$ cat config.mk
export PLATFORM = sky130hd
export DESIGN_NAME = seq_detect_ctrl_flat
export DESIGN_NICKNAME = d
export VERILOG_FILES = /design/src/rtl/seq_detect_ctrl_if.sv /design/src/rtl/seq_detect_ctrl.sv /design/src/flat_wrapper.sv
export SDC_FILE = /design/constraint.sdc
export NUM_CORES = 1
export LEC_CHECK = 0
export BUFFER_PORTS_ARGS = -buffer_cell sky130_fd_sc_hd__buf_2
export CORE_ASPECT_RATIO = 2
export CORE_UTILIZATION = 25
export CTS_BUF_LIST = sky130_fd_sc_hd__clkbuf_8 sky130_fd_sc_hd__clkbuf_16
export DETAILED_ROUTE_END_ITERATION = 6
export SLEW_MARGIN = 20
export SYNTH_ARGS = -nofsm -noshare
export SYNTH_HDL_FRONTEND = slang
export SYNTH_SLANG_ARGS = --single-unit
$ cat constraint.sdc
create_clock -name clk -period 3.15 [get_ports clk]
set_input_delay 0.1575 -clock clk [delete_from_list [all_inputs] [get_ports clk]]
set_output_delay 0.1575 -clock clk [all_outputs]
set_load 0.005 [all_outputs]
$ cat src/rtl/seq_detect_ctrl_if.sv
// rtl/seq_detect_ctrl_if.sv - control/config/serial/status bundle for seq_detect_ctrl
//
// Purpose: groups every signal of seq_detect_ctrl except clk and rst.
//   master: software/bit-source side (drives config, start, abort, serial bits)
//   slave : the detector controller (drives detect and the status outputs)
// Signals:
//   cfg_we, cfg_pattern[MAX_LEN], cfg_len[4], cfg_overlap, cfg_target[CNT_W],
//   cfg_timeout[TO_W]                       configuration load
//   start, abort                            run control pulses
//   in, in_valid                            serial data bit and its qualifier
//   detect                                  1-cycle match pulse
//   match_count[CNT_W], busy, done, timed_out   status

interface seq_detect_ctrl_if #(
   parameter int MAX_LEN = 8,
   parameter int CNT_W   = 8,
   parameter int TO_W    = 16
);
   logic               cfg_we;
   logic [MAX_LEN-1:0] cfg_pattern;
   logic [3:0]         cfg_len;
   logic               cfg_overlap;
   logic [CNT_W-1:0]   cfg_target;
   logic [TO_W-1:0]    cfg_timeout;
   logic               start;
   logic               abort;
   logic               in;
   logic               in_valid;
   logic               detect;
   logic [CNT_W-1:0]   match_count;
   logic               busy;
   logic               done;
   logic               timed_out;

   modport master (
      output cfg_we, cfg_pattern, cfg_len, cfg_overlap, cfg_target, cfg_timeout,
      output start, abort, in, in_valid,
      input  detect, match_count, busy, done, timed_out
   );

   modport slave (
      input  cfg_we, cfg_pattern, cfg_len, cfg_overlap, cfg_target, cfg_timeout,
      input  start, abort, in, in_valid,
      output detect, match_count, busy, done, timed_out
   );
endinterface

$ cat src/rtl/seq_detect_ctrl.sv
// rtl/seq_detect_ctrl.sv - programmable serial pattern detector with run control
//
// Purpose: holds the pattern/length/overlap/target/timeout configuration, arms and
//   disarms the search, counts matches and ends a run on a target match count or
//   an idle timeout.
// Ports:
//   clk  rising-edge clock
//   rst  asynchronous reset, active-high
//   bus  seq_detect_ctrl_if.slave (config, start/abort, serial in, status outputs)

module seq_detect_ctrl #(
   parameter int MAX_LEN = 8,
   parameter int CNT_W   = 8,
   parameter int TO_W    = 16
) (
   input  logic               clk,
   input  logic               rst,
   seq_detect_ctrl_if.slave   bus
);
   localparam logic [3:0] LEN_MAX = 4'(MAX_LEN);

   typedef enum logic [1:0] {IDLE, SEARCH, DONE, TIMEOUT} state_t;

   state_t state, state_nx;

   // running configuration
   logic [MAX_LEN-1:0] pat_q;
   logic [3:0]         len_q;
   logic               ovl_q;
   logic [CNT_W-1:0]   tgt_q;
   logic [TO_W-1:0]    tmo_q;
   logic [3:0]         len_clamped;

   // search datapath
   logic [MAX_LEN-1:0] hist, hist_nx;
   logic [3:0]         fill, fill_nx;
   logic [CNT_W-1:0]   cnt, cnt_nx;
   logic [TO_W-1:0]    timer, timer_nx;
   logic               det, det_nx;

   logic [MAX_LEN-1:0] shifted;
   logic [MAX_LEN-1:0] mask;
   logic [3:0]         fill_inc;
   logic [CNT_W-1:0]   cnt_inc;
   logic [TO_W-1:0]    timer_inc;
   logic               hit;

   always_comb begin
      len_clamped = bus.cfg_len;
      if (bus.cfg_len < 4'd2)
         len_clamped = 4'd2;
      else if (bus.cfg_len > LEN_MAX)
         len_clamped = LEN_MAX;
   end

   // Config is frozen for the whole SEARCH state, so the datapath reads the
   // registers directly without a shadow copy.
   always_ff @(posedge clk or posedge rst) begin
      if (rst) begin
         pat_q <= MAX_LEN'(4'b1010);
         len_q <= 4'd4;
         ovl_q <= 1'b0;
         tgt_q <= '0;
         tmo_q <= '0;
      end else if (bus.cfg_we && state != SEARCH) begin
         pat_q <= bus.cfg_pattern;
         len_q <= len_clamped;
         ovl_q <= bus.cfg_overlap;
         tgt_q <= bus.cfg_target;
         tmo_q <= bus.cfg_timeout;
      end
   end

   // Match test on the history as it will look after shifting in the current bit,
   // so detect can be registered on the same edge that samples the final bit.
   always_comb begin
      shifted   = {hist[MAX_LEN-2:0], bus.in};
      fill_inc  = (fill == LEN_MAX) ? fill : fill + 4'd1;
      cnt_inc   = (cnt == '1) ? cnt : cnt + CNT_W'(1);
      timer_inc = timer + TO_W'(1);
      mask      = '0;
      for (int i = 0; i < MAX_LEN; i++)
         mask[i] = (i < int'(len_q));
      hit = bus.in_valid && (fill_inc >= len_q) && (((shifted ^ pat_q) & mask) == '0);
   end

   always_comb begin
      state_nx = state;
      hist_nx  = hist;
      fill_nx  = fill;
      cnt_nx   = cnt;
      timer_nx = timer;
      det_nx   = 1'b0;
      if (bus.abort) begin
         state_nx = IDLE;
         hist_nx  = '0;
         fill_nx  = '0;
      end else begin
         case (state)
            SEARCH: begin
               if (bus.in_valid) begin
                  hist_nx = shifted;
                  fill_nx = fill_inc;
               end
               if (hit) begin
                  det_nx   = 1'b1;
                  cnt_nx   = cnt_inc;
                  timer_nx = '0;
                  if (!ovl_q) begin
                     hist_nx = '0;
                     fill_nx = '0;
                  end
                  if (tgt_q != '0 && cnt_inc == tgt_q)
                     state_nx = DONE;
               end else begin
                  timer_nx = timer_inc;
                  if (tmo_q != '0 && timer_inc == tmo_q)
                     state_nx = TIMEOUT;
               end
            end
            default: begin
               if (bus.start) begin
                  state_nx = SEARCH;
                  hist_nx  = '0;
                  fill_nx  = '0;
                  cnt_nx   = '0;
                  timer_nx = '0;
               end
            end
         endcase
      end
   end

   always_ff @(posedge clk or posedge rst) begin
      if (rst)
         state <= IDLE;
      else
         state <= state_nx;
   end

   always_ff @(posedge clk or posedge rst) begin
      if (rst) begin
         hist  <= '0;
         fill  <= '0;
         cnt   <= '0;
         timer <= '0;
         det   <= 1'b0;
      end else begin
         hist  <= hist_nx;
         fill  <= fill_nx;
         cnt   <= cnt_nx;
         timer <= timer_nx;
         det   <= det_nx;
      end
   end

   // done/timed_out are levels tied to their states: start leaves them via
   // SEARCH and abort via IDLE, which clears both.
   assign bus.detect      = det;
   assign bus.match_count = cnt;
   assign bus.busy        = (state == SEARCH);
   assign bus.done        = (state == DONE);
   assign bus.timed_out   = (state == TIMEOUT);

endmodule

$ cat src/flat_wrapper.sv
// flat-port wrapper written by rule: the top's interface ports become plain ports
module seq_detect_ctrl_flat 
#(
   parameter int MAX_LEN = 8,
   parameter int CNT_W   = 8,
   parameter int TO_W    = 16
)
  (clk, rst, bus_cfg_we, bus_cfg_pattern, bus_cfg_len, bus_cfg_overlap, bus_cfg_target, bus_cfg_timeout, bus_start, bus_abort, bus_in, bus_in_valid, bus_detect, bus_match_count, bus_busy, bus_done, bus_timed_out);
  seq_detect_ctrl_if #(.MAX_LEN(MAX_LEN), .CNT_W(CNT_W), .TO_W(TO_W)) bus_i ();
  input  logic clk;
  input  logic rst;
  input wire logic [$bits(bus_i.cfg_we)-1:0] bus_cfg_we;
  input wire logic [$bits(bus_i.cfg_pattern)-1:0] bus_cfg_pattern;
  input wire logic [$bits(bus_i.cfg_len)-1:0] bus_cfg_len;
  input wire logic [$bits(bus_i.cfg_overlap)-1:0] bus_cfg_overlap;
  input wire logic [$bits(bus_i.cfg_target)-1:0] bus_cfg_target;
  input wire logic [$bits(bus_i.cfg_timeout)-1:0] bus_cfg_timeout;
  input wire logic [$bits(bus_i.start)-1:0] bus_start;
  input wire logic [$bits(bus_i.abort)-1:0] bus_abort;
  input wire logic [$bits(bus_i.in)-1:0] bus_in;
  input wire logic [$bits(bus_i.in_valid)-1:0] bus_in_valid;
  output wire logic [$bits(bus_i.detect)-1:0] bus_detect;
  output wire logic [$bits(bus_i.match_count)-1:0] bus_match_count;
  output wire logic [$bits(bus_i.busy)-1:0] bus_busy;
  output wire logic [$bits(bus_i.done)-1:0] bus_done;
  output wire logic [$bits(bus_i.timed_out)-1:0] bus_timed_out;
  assign bus_i.cfg_we = bus_cfg_we;
  assign bus_i.cfg_pattern = bus_cfg_pattern;
  assign bus_i.cfg_len = bus_cfg_len;
  assign bus_i.cfg_overlap = bus_cfg_overlap;
  assign bus_i.cfg_target = bus_cfg_target;
  assign bus_i.cfg_timeout = bus_cfg_timeout;
  assign bus_i.start = bus_start;
  assign bus_i.abort = bus_abort;
  assign bus_i.in = bus_in;
  assign bus_i.in_valid = bus_in_valid;
  assign bus_detect = bus_i.detect;
  assign bus_match_count = bus_i.match_count;
  assign bus_busy = bus_i.busy;
  assign bus_done = bus_i.done;
  assign bus_timed_out = bus_i.timed_out;
  seq_detect_ctrl #(.MAX_LEN(MAX_LEN), .CNT_W(CNT_W), .TO_W(TO_W)) u_core (.clk(clk), .rst(rst), .bus(bus_i));
endmodule
Word level (Yosys, flattened, before mapping)
Cells that the tools add are included.

word-level totals
  flip-flop bits (word level) = 76
  input port bits = 44
  output and inout port bits = 12
  logic and storage cells = 82

operators by class
  $add $sub $neg = 3
  order comparisons = 11
  equality and inequality tests = 11
  mux-type cells = 30
  bitwise operators = 3
  reductions and logical operators = 13

operators by type and width
  cell                                                                 count
  8-bit 2-to-1 mux                                                     9
  16-bit 2-to-1 mux                                                    3
  4-bit 2-to-1 mux                                                     9
  16-bit by 1-bit adder with 16-bit output, second input constant      1
  16-bit equality test                                                 1
  3-bit by 4-bit < comparator with 1-bit output, first input constant  4
  16-bit nonzero test                                                  1
  2-bit 2-to-1 mux                                                     6
  8-bit by 1-bit adder with 8-bit output, second input constant        1
  8-bit AND                                                            1
  8-bit equality test                                                  1
  8-bit equality test, second input constant                           1
  8-bit logical NOT                                                    1
  1-bit by 4-bit < comparator with 1-bit output, first input constant  2
  2-bit by 4-bit < comparator with 1-bit output, first input constant  2
  8-bit nonzero test                                                   1
  8-bit XOR                                                            1
  3-bit AND reduction                                                  2
  1-bit logical AND                                                    5
  4-bit by 1-bit adder with 4-bit output, second input constant        1
  2-bit equality test, second input constant                           2
  4-bit equality test, second input constant                           1
  4-bit >= comparator                                                  1
  4-bit > comparator, second input constant                            1
  10 further kinds                                                     13

Longest topological paths before layout
Gate-level depths: netlist of run 1.

  word-level depth = 8
  mapped depth = 15
  mapped depth without buffers = 15

Worst setup path after synthesis of run 1
OpenSTA, ideal clock, no wires.

  kind = register to register
  from = reg u_core.fill[0]
  to = reg u_core.timer[3]
  setup time = 83 ps
  data arrival time = 2723 ps
  required time = 3067 ps
  slack = 345 ps
  cell stages (with the launch flop) = 14
  path buffers = 0
  clock period less this slack = 2805 ps
  path through = dfrtp_1 inv_1 ha_1 nand2_1 nor2_1 xnor2_1 ha_1 nand2b_1 a21o_1 a211oi_1 nor3_4 nand2b_1 or3_2 o21ai_0

between the ends
  word-level cells in the longest chain between the ends = 7
  elaborated cells on any way between the ends = 8
  those cells by class = 1 x add/sub; 1 x order compare; 1 x eq/ne; 3 x mux; 2 x reduce/logical

RTL lines
  element                                                                               line                    source
  start: declaration                                                                    seq_detect_ctrl.sv:36   logic [3:0] fill, fill_nx;
  start signal: assignment                                                              seq_detect_ctrl.sv:150  fill <= fill_nx;
  4-bit by 1-bit adder with 4-bit output / 4-bit equality test (equally long branches)  seq_detect_ctrl.sv:78   fill_inc = (fill == LEN_MAX) ? fill : fill + 4'd1;
  4-bit 2-to-1 mux *                                                                    seq_detect_ctrl.sv:78
  4-bit >= comparator *                                                                 seq_detect_ctrl.sv:84   hit = bus.in_valid && (fill_inc >= len_q) && (((shifted ^ pat_q) & mask) == '0);
  1-bit logical AND * (2 in a row)                                                      seq_detect_ctrl.sv:84
  16-bit 2-to-1 mux *                                                                   seq_detect_ctrl.sv:105  if (hit) begin
  16-bit 2-to-1 mux *                                                                   seq_detect_ctrl.sv:99   case (state)
  end signal: assignment                                                                seq_detect_ctrl.sv:152  timer <= timer_nx;
  end: declaration                                                                      seq_detect_ctrl.sv:38   logic [TO_W-1:0] timer, timer_nx;

Mark *: on every way between the ends. The rest lies on a longest branch, timed or not.
A chain may end at the register's enable or synchronous reset.

Worst setup path after layout of run 1
Ends and elaborated chain as after synthesis.

==> flow_summary.toml, run 1 <==
[sta]
max-slew-margin-rel = 0.5163
period_share = 0.9128
slew_at_the_pin_closest_to_its_max_slew_limit_ns = 0.7207
drv_slew = 0
finalSetupViolCount = 0
hold_violations = 0
timing.final.ws_setup_ns = 0.2748
hold_ws_ns = 0.03607
finalCriticalPeriod_ns = 2.875
grt_setup_unrepaired = "no"
final.setup_skew_ns = 0.01125
achievable-frequency_mhz = 347.8
timing.setup.tns_ns = 0

[critical_path]
startpoint = "u_core.fill[0]"
crit_chain = "inv_1 > ha_1 > nand2_1 > nor2_1 > xnor2_1 > ha_1 > nand2b_1 > a21o_1 > a211oi_1 > buf_4 > nor3_4 > buf_4 > nor2_1 > buf_4 > a21oi_1 > o21ai_0"
critical_path.max_stage_delay_ns = 0.43
r2r-start = "u_core.fill[0]"
required_ns = 3.41
timing.rr.end = "u_core.timer[3]"
critPathMostFrequentCell = "buf_4"
timing.critical_path.buf_inv = 4
critical-path-slowest-cell = "dfrtp_2"
critPathMaxFanout = 13
timing.critical_path.depth = 16
critPathCapture = "u_core.timer[3]"
worst_r2r_path_depth = 16
cp-start-kind = "register"
criticalPathCategory = "reg2reg"
cp_arrival_ns = 3.14
cpLargestDelayFamily = "buffers and inverters"
endpoint_class_of_the_critical_path = "register"
rrSetupSlack_ns = 0.27

[global_route]
gr-total-overflow = 0
grt.total_usage = 0.1434
grt_pass1_vias = 3933
global_route_wire_length_before_repair_um = 19650
largest_net_degree_at_the_start_of_global_routing = 76
number_of_antenna_violations_at_the_first_check_in_global_routing = 0

[floorplanning]
placeable_core_region_sq_um = 17190
rows = 68
floorplan.initialDensity = 0.2549
die_h_um = 189.2
die_area_sq_um = 18090
chipWidth_um = 95.60
boundaryPins = 56

[detailed_routing]
via_count = 3694
remaining_drc_errors = 0
final_antenna_net_count = 0
routed_wl_um = 12040
vias_per_cell = 5.138
drtPass1Iterations = 4
avgRoutedWirePerCell_um = 16.75
detailedRoute.firstIterationViolations = 237

[place]
pre_cts_slack_ns = 0.2289
numPortBuffers = 55
gp_congestion = 0.9139
hpwlAfterDp_um = 9104

[outcome]
status = "finished clean"

[min_path]
min_path_type = "in2reg"

[cts]
clock_tree.buffer_depth = 2
cts_num_sinks = 75
clkSlewWorstSetupHoldPaths_ns = 0.06
post-cts-setup-buffer-count = 0
tritoncts.num_buffers = 9
tritoncts = "yes"
cts_root_buf = "clkbuf_16"
htree_levels = 3
clock_latency_ns = 0.35

[run]
max_cap_violations = 0

[synthesis]
synth_cell_type_count = 64
post_synth_inst_count = 447
synthesized_area_sq_um = 4380
top_cells_by_area_in_the_synthesized_netlist = "dfrtp_1 41%, mux2_2 8.5%, xnor2_1 5.0%"
mappedNetlistNets = 499
synth_warnings = 0
yosysSeqAreaShare = 0.4293
synth_commonest_cells = "72 x dfrtp_1, 35 x o21ai_0, 34 x nand2_1"
cell_with_the_most_instances_after_synthesis = "dfrtp_1"
synth_enable_flop_cells = 0
synthFlopType = "dfrtp_1"
asyncSetResetFlopFracSynth = 1.000
synthDominantCellAreaShare = 0.4113
yosys_register_bits = 75
postSynthAreaPerCell_sq_um = 9.800
post-synth-top-area-cell = "dfrtp_1"

[layout]
areaGrowthSynthToFinish_pct = 19.02
fin_nets = 556
drive_above_1_share = 0.2750
diodes = 0
layout.core_utilization = 0.3034

[power_and_ir_drop]
cellLeakagePower_nw = 2.228
ir_worst_vdd_v = 0.0002829
power_per_cell_area_nw_per_um2 = 483.0
## through the flow
step	cell area [sq um]	cells	power (mW)
6_report	5214	719	2.518
5_1_grt	5214	719	2.647
4_1_cts	5202	719	2.539
3_5_place_dp	4922	702	1.577
3_3_place_gp	4922	702	1.562
2_1_floorplan	4380	447	1.433
## area by class of cell
cell class	count	area (sq um)
flip-flops and latches	75	1882
multi-input cells	334	2355
clock buffers	9	225.2
well taps	210	262.8
fillers	1823	11970
repair buffers	67	380.4
inverters	17	63.81
clock inverters	7	45.04
## layer usage
| layer | vias to the layer above | share of wire | global-route usage |
|---|---|---|---|
| li1 | 1739 | - | - |
| met1 | 1826 | 0.36 | 0.1449 |
| met2 | 100 | 0.57 | 0.2596 |
| met3 | 29 | 0.031 | 0.02851 |
| met4 | 0 | 0.039 | 0.08898 |
| met5 | - | 0 | 0 |
## logic make-up after synthesis
logic type	Yosys count	share of synthesized area
simple gates	138	0.1760
compound gates	113	0.1665
flops	75	0.4293
xor+xnor	38	0.07598
buf+inv	38	0.03542
mux	37	0.09397
fa+ha+maj	8	0.02285
## layout by cell type, fill, tap and decap left out, types with 3 or more instances in the layout
cell       count
dfrtp_1       71
buf_2         55
o21ai_0       34
nand2_1       34
mux2_2        33
xnor2_1       25
nor2_1        23
a21oi_1       22
inv_1         16
nor3_1        15
xor2_1        13
nand3_1       12
a22o_1        12
buf_4         10
clkbuf_16      9
ha_1           8
nand2b_1       7
o21ai_1        7
nand4_1        7
a31oi_1        6
nor4_1         6
and4_1         4
a21o_1         4
and2_1         4
mux2i_1        4
a211oi_1       3
o41ai_1        3
or3_1          3
clkinv_2       3
dfstp_2        3
## where the power goes
part | switching (mW) | internal, mW | total [mW]
clock network | 0.424 | 0.531 | 0.956
logic | 0.204 | 0.208 | 0.412
registers | 0.101 | 1.05 | 1.15
## flip-flops by register name (all words and copies together) (netlist names)
| register | flops |
|---|---|
| u_core.ovl_q | 1 |
| u_core.timer | 16 |
| u_core.hist | 7 |
| u_core.bus.detect | 1 |
| u_core.tgt_q | 8 |
| u_core.bus.match_count | 8 |
| u_core.pat_q | 8 |
| u_core.len_q | 4 |
| u_core.state | 2 |
| u_core.fill | 4 |
| u_core.tmo_q | 16 |
## how the worst min path moves through the flow
stage                     cells past startpoint  slack (ns)         endpoint          startpoint
after detailed placement                      3        0.27  u_core.tmo_q[9]                 rst
after floorplan                               1        0.30   u_core.hist[0]              bus_in
after global routing                          2        0.03  u_core.tmo_q[4]  bus_cfg_timeout[4]
final                                         2        0.04  u_core.pat_q[7]  bus_cfg_pattern[7]
after global placement                        3        0.26  u_core.tmo_q[1]                 rst
after CTS                                     2        0.03  u_core.pat_q[7]  bus_cfg_pattern[7]
## repair_timing
item	CTS	global route
resized for setup	0	5
hold buffers	1	0
endpoints found under the hold margin	72	0
endpoints found under the setup margin	0	12
(Power assumes the default switching activity.)
==> run 2, diff against run 1 <==
RECOVER_POWER = 25   (was unset)
SLEW_MARGIN = unset   (was 20)
==> run 2 against run 1 <==
  * The run now ends with capacitance limit, slew limit left
  * Clock power is essentially flat
  * Sequential cell count is the same
  * First-iteration DRC count grew 3.0%
  * Clock-buffer cell count is the same
  * Critical path type unchanged
  * Wire length shrank 0.41%
  * Maximum frequency is essentially flat
  * Core utilization shrank 0.087 points
  * Final area shrank 0.29%
==> flow_summary.toml, run 2 (same netlist as run 1, synthesis figures left out) <==
[sta]
grt_setup_unrepaired = "no"
period_share = 0.9134
slew_at_the_pin_closest_to_its_max_slew_limit_ns = 1.894
finalCriticalPeriod_ns = 2.877
drv_slew = 76
timing.final.ws_setup_ns = 0.2728
final.setup_skew_ns = 0.01056
hold_violations = 0
max-slew-margin-rel = -0.2626
finalSetupViolCount = 0
achievable-frequency_mhz = 347.6
timing.setup.tns_ns = 0

[global_route]
grt_pass1_vias = 3933
grt.total_usage = 0.1434
global_route_wire_length_before_repair_um = 19650
number_of_antenna_violations_at_the_first_check_in_global_routing = 0
largest_net_degree_at_the_start_of_global_routing = 76
gr-total-overflow = 0

[cts]
clkSlewWorstSetupHoldPaths_ns = 0.06
tritoncts = "yes"
clock_tree.buffer_depth = 2
htree_levels = 3
cts_root_buf = "clkbuf_16"
cts_num_sinks = 75
tritoncts.num_buffers = 9
clock_latency_ns = 0.35

[power_and_ir_drop]
cellLeakagePower_nw = 2.224
ir_worst_vdd_v = 0.0002837
design_power_total_mw = 2.513
power_per_cell_area_nw_per_um2 = 483.4

[run]
max_cap_violations = 1

[layout]
final.fill_count = 1825
diodes = 0
layout.core_utilization = 0.3025
fin_nets = 556
most-common-layout-cells = "71 x dfrtp_1, 55 x buf_2, 34 x o21ai_0, 34 x nand2_1, 33 x mux2_2"
biggestRegsByFlops = "u_core.timer x16, u_core.tmo_q x16"
areaGrowthSynthToFinish_pct = 18.68
drive_above_1_share = 0.2731
final_common_cell = "dfrtp_1"

[critical_path]
cp-start-kind = "register"
critical_path.max_stage_delay_ns = 0.43
criticalPathCategory = "reg2reg"
cp_arrival_ns = 3.14
critPathMostFrequentCell = "buf_4"
crit_chain = "inv_1 > ha_1 > nand2_1 > nor2_1 > xnor2_1 > ha_1 > nand2b_1 > a21o_1 > a211oi_1 > buf_4 > nor3_4 > buf_4 > nor2_1 > buf_4 > a21oi_1 > o21ai_0"
endpoint_class_of_the_critical_path = "register"
required_ns = 3.41
critical-path-slowest-cell = "dfrtp_2"
critPathMaxFanout = 13

[place]
hpwlAfterDp_um = 9104
gp_congestion = 0.9139
numPortBuffers = 55
pre_cts_slack_ns = 0.2289

[detailed_routing]
dr_wl_met3_um = 331
met2_wire_length_um = 6864
via_count = 3662
routed_wl_um = 11990
drtPass1Iterations = 4
vias_per_cell = 5.093
top_signal_layer_used = "met4"
final_antenna_net_count = 0
avgRoutedWirePerCell_um = 16.68
remaining_drc_errors = 0
wl_met1_um = 4309
detailedRoute.firstIterationViolations = 244

[floorplanning]
chipWidth_um = 95.60
rows = 68
die_area_sq_um = 18090
floorplan.initialDensity = 0.2549
boundaryPins = 56
placeable_core_region_sq_um = 17190
die_h_um = 189.2

[outcome]
status = "finished with violations"
violations = "capacitance limit, slew limit"

[min_path]
min_path_type = "in2reg"
-- run 2: layer usage --
metal / vias to the layer above / track usage
met5: - / 0
met4: 0 / 0.08898
met3: 30 / 0.02851
met2: 82 / 0.2596
met1: 1811 / 0.1449
li1: 1739 / -
-- run 2: final cells by class --
cell class / instances / area [sq um] / share of cell area
clock buffers: 9 / 225.2 / 0.04332
multi-input cells: 334 / 2355 / 0.4529
flip-flops and latches: 75 / 1882 / 0.3620
inverters: 17 / 63.81 / 0.01227
clock inverters: 7 / 45.04 / 0.008664
repair buffers: 67 / 365.4 / 0.07028
well taps: 210 / 262.8 / 0.05054
-- run 2: timing repair --
| action | in CTS | in global routing |
|---|---|---|
| hold buffers | 1 | 0 |
| hold endpoints to repair | 72 | 0 |
| setup buffers | 0 | 0 |
| endpoints found under the setup margin | 0 | 12 |
| resized for setup | 0 | 5 |
-- run 2: where the power goes --
part           internal [mW]  leakage (nW)  total (mW)  switching, mW
clock network          0.531         0.141       0.954          0.423
registers               1.05         0.958        1.15          0.101
logic                  0.206          1.12       0.409          0.203
total                   1.79          2.22        2.51          0.727
-- run 2: worst max-delay path: cells and delay by family (launching register included) --
| family | cells | cell delay [ns] |
|---|---|---|
| compound gates | 4 | 0.62 |
| xor+xnor | 1 | 0.13 |
| fa+ha+maj | 2 | 0.40 |
| buf+inv | 4 | 0.66 |
| flops | 1 | 0.43 |
| simple gates | 5 | 0.56 |
-- run 2: through the flow --
step           cell area [sq um]  hold WS [ns]  instances
6_report                    5199       0.03697        719
5_1_grt                     5199       0.03432        719
4_1_cts                     5202       0.03162        719
3_5_place_dp                4922        0.2738        702
3_3_place_gp                4922        0.2581        702
2_1_floorplan               4380        0.2974        447
-- run 2: worst paths after layout --
| check | start | end | slack, ns | cells after the start |
|---|---|---|---|---|
| max in group asynchronous | rst | u_core.fill[0] | 0.85 | 4 |
| worst min register to register | u_core.pat_q[0] | u_core.pat_q[0] | 0.52 | 1 |
| worst max register to register | u_core.fill[0] | u_core.timer[3] | 0.27 | 16 |
| min in group asynchronous | rst | u_core.tmo_q[9] | 1.01 | 4 |
| worst min-delay path | bus_cfg_pattern[7] | u_core.pat_q[7] | 0.04 | 2 |
| worst max-delay path | u_core.fill[0] | u_core.timer[3] | 0.27 | 16 |
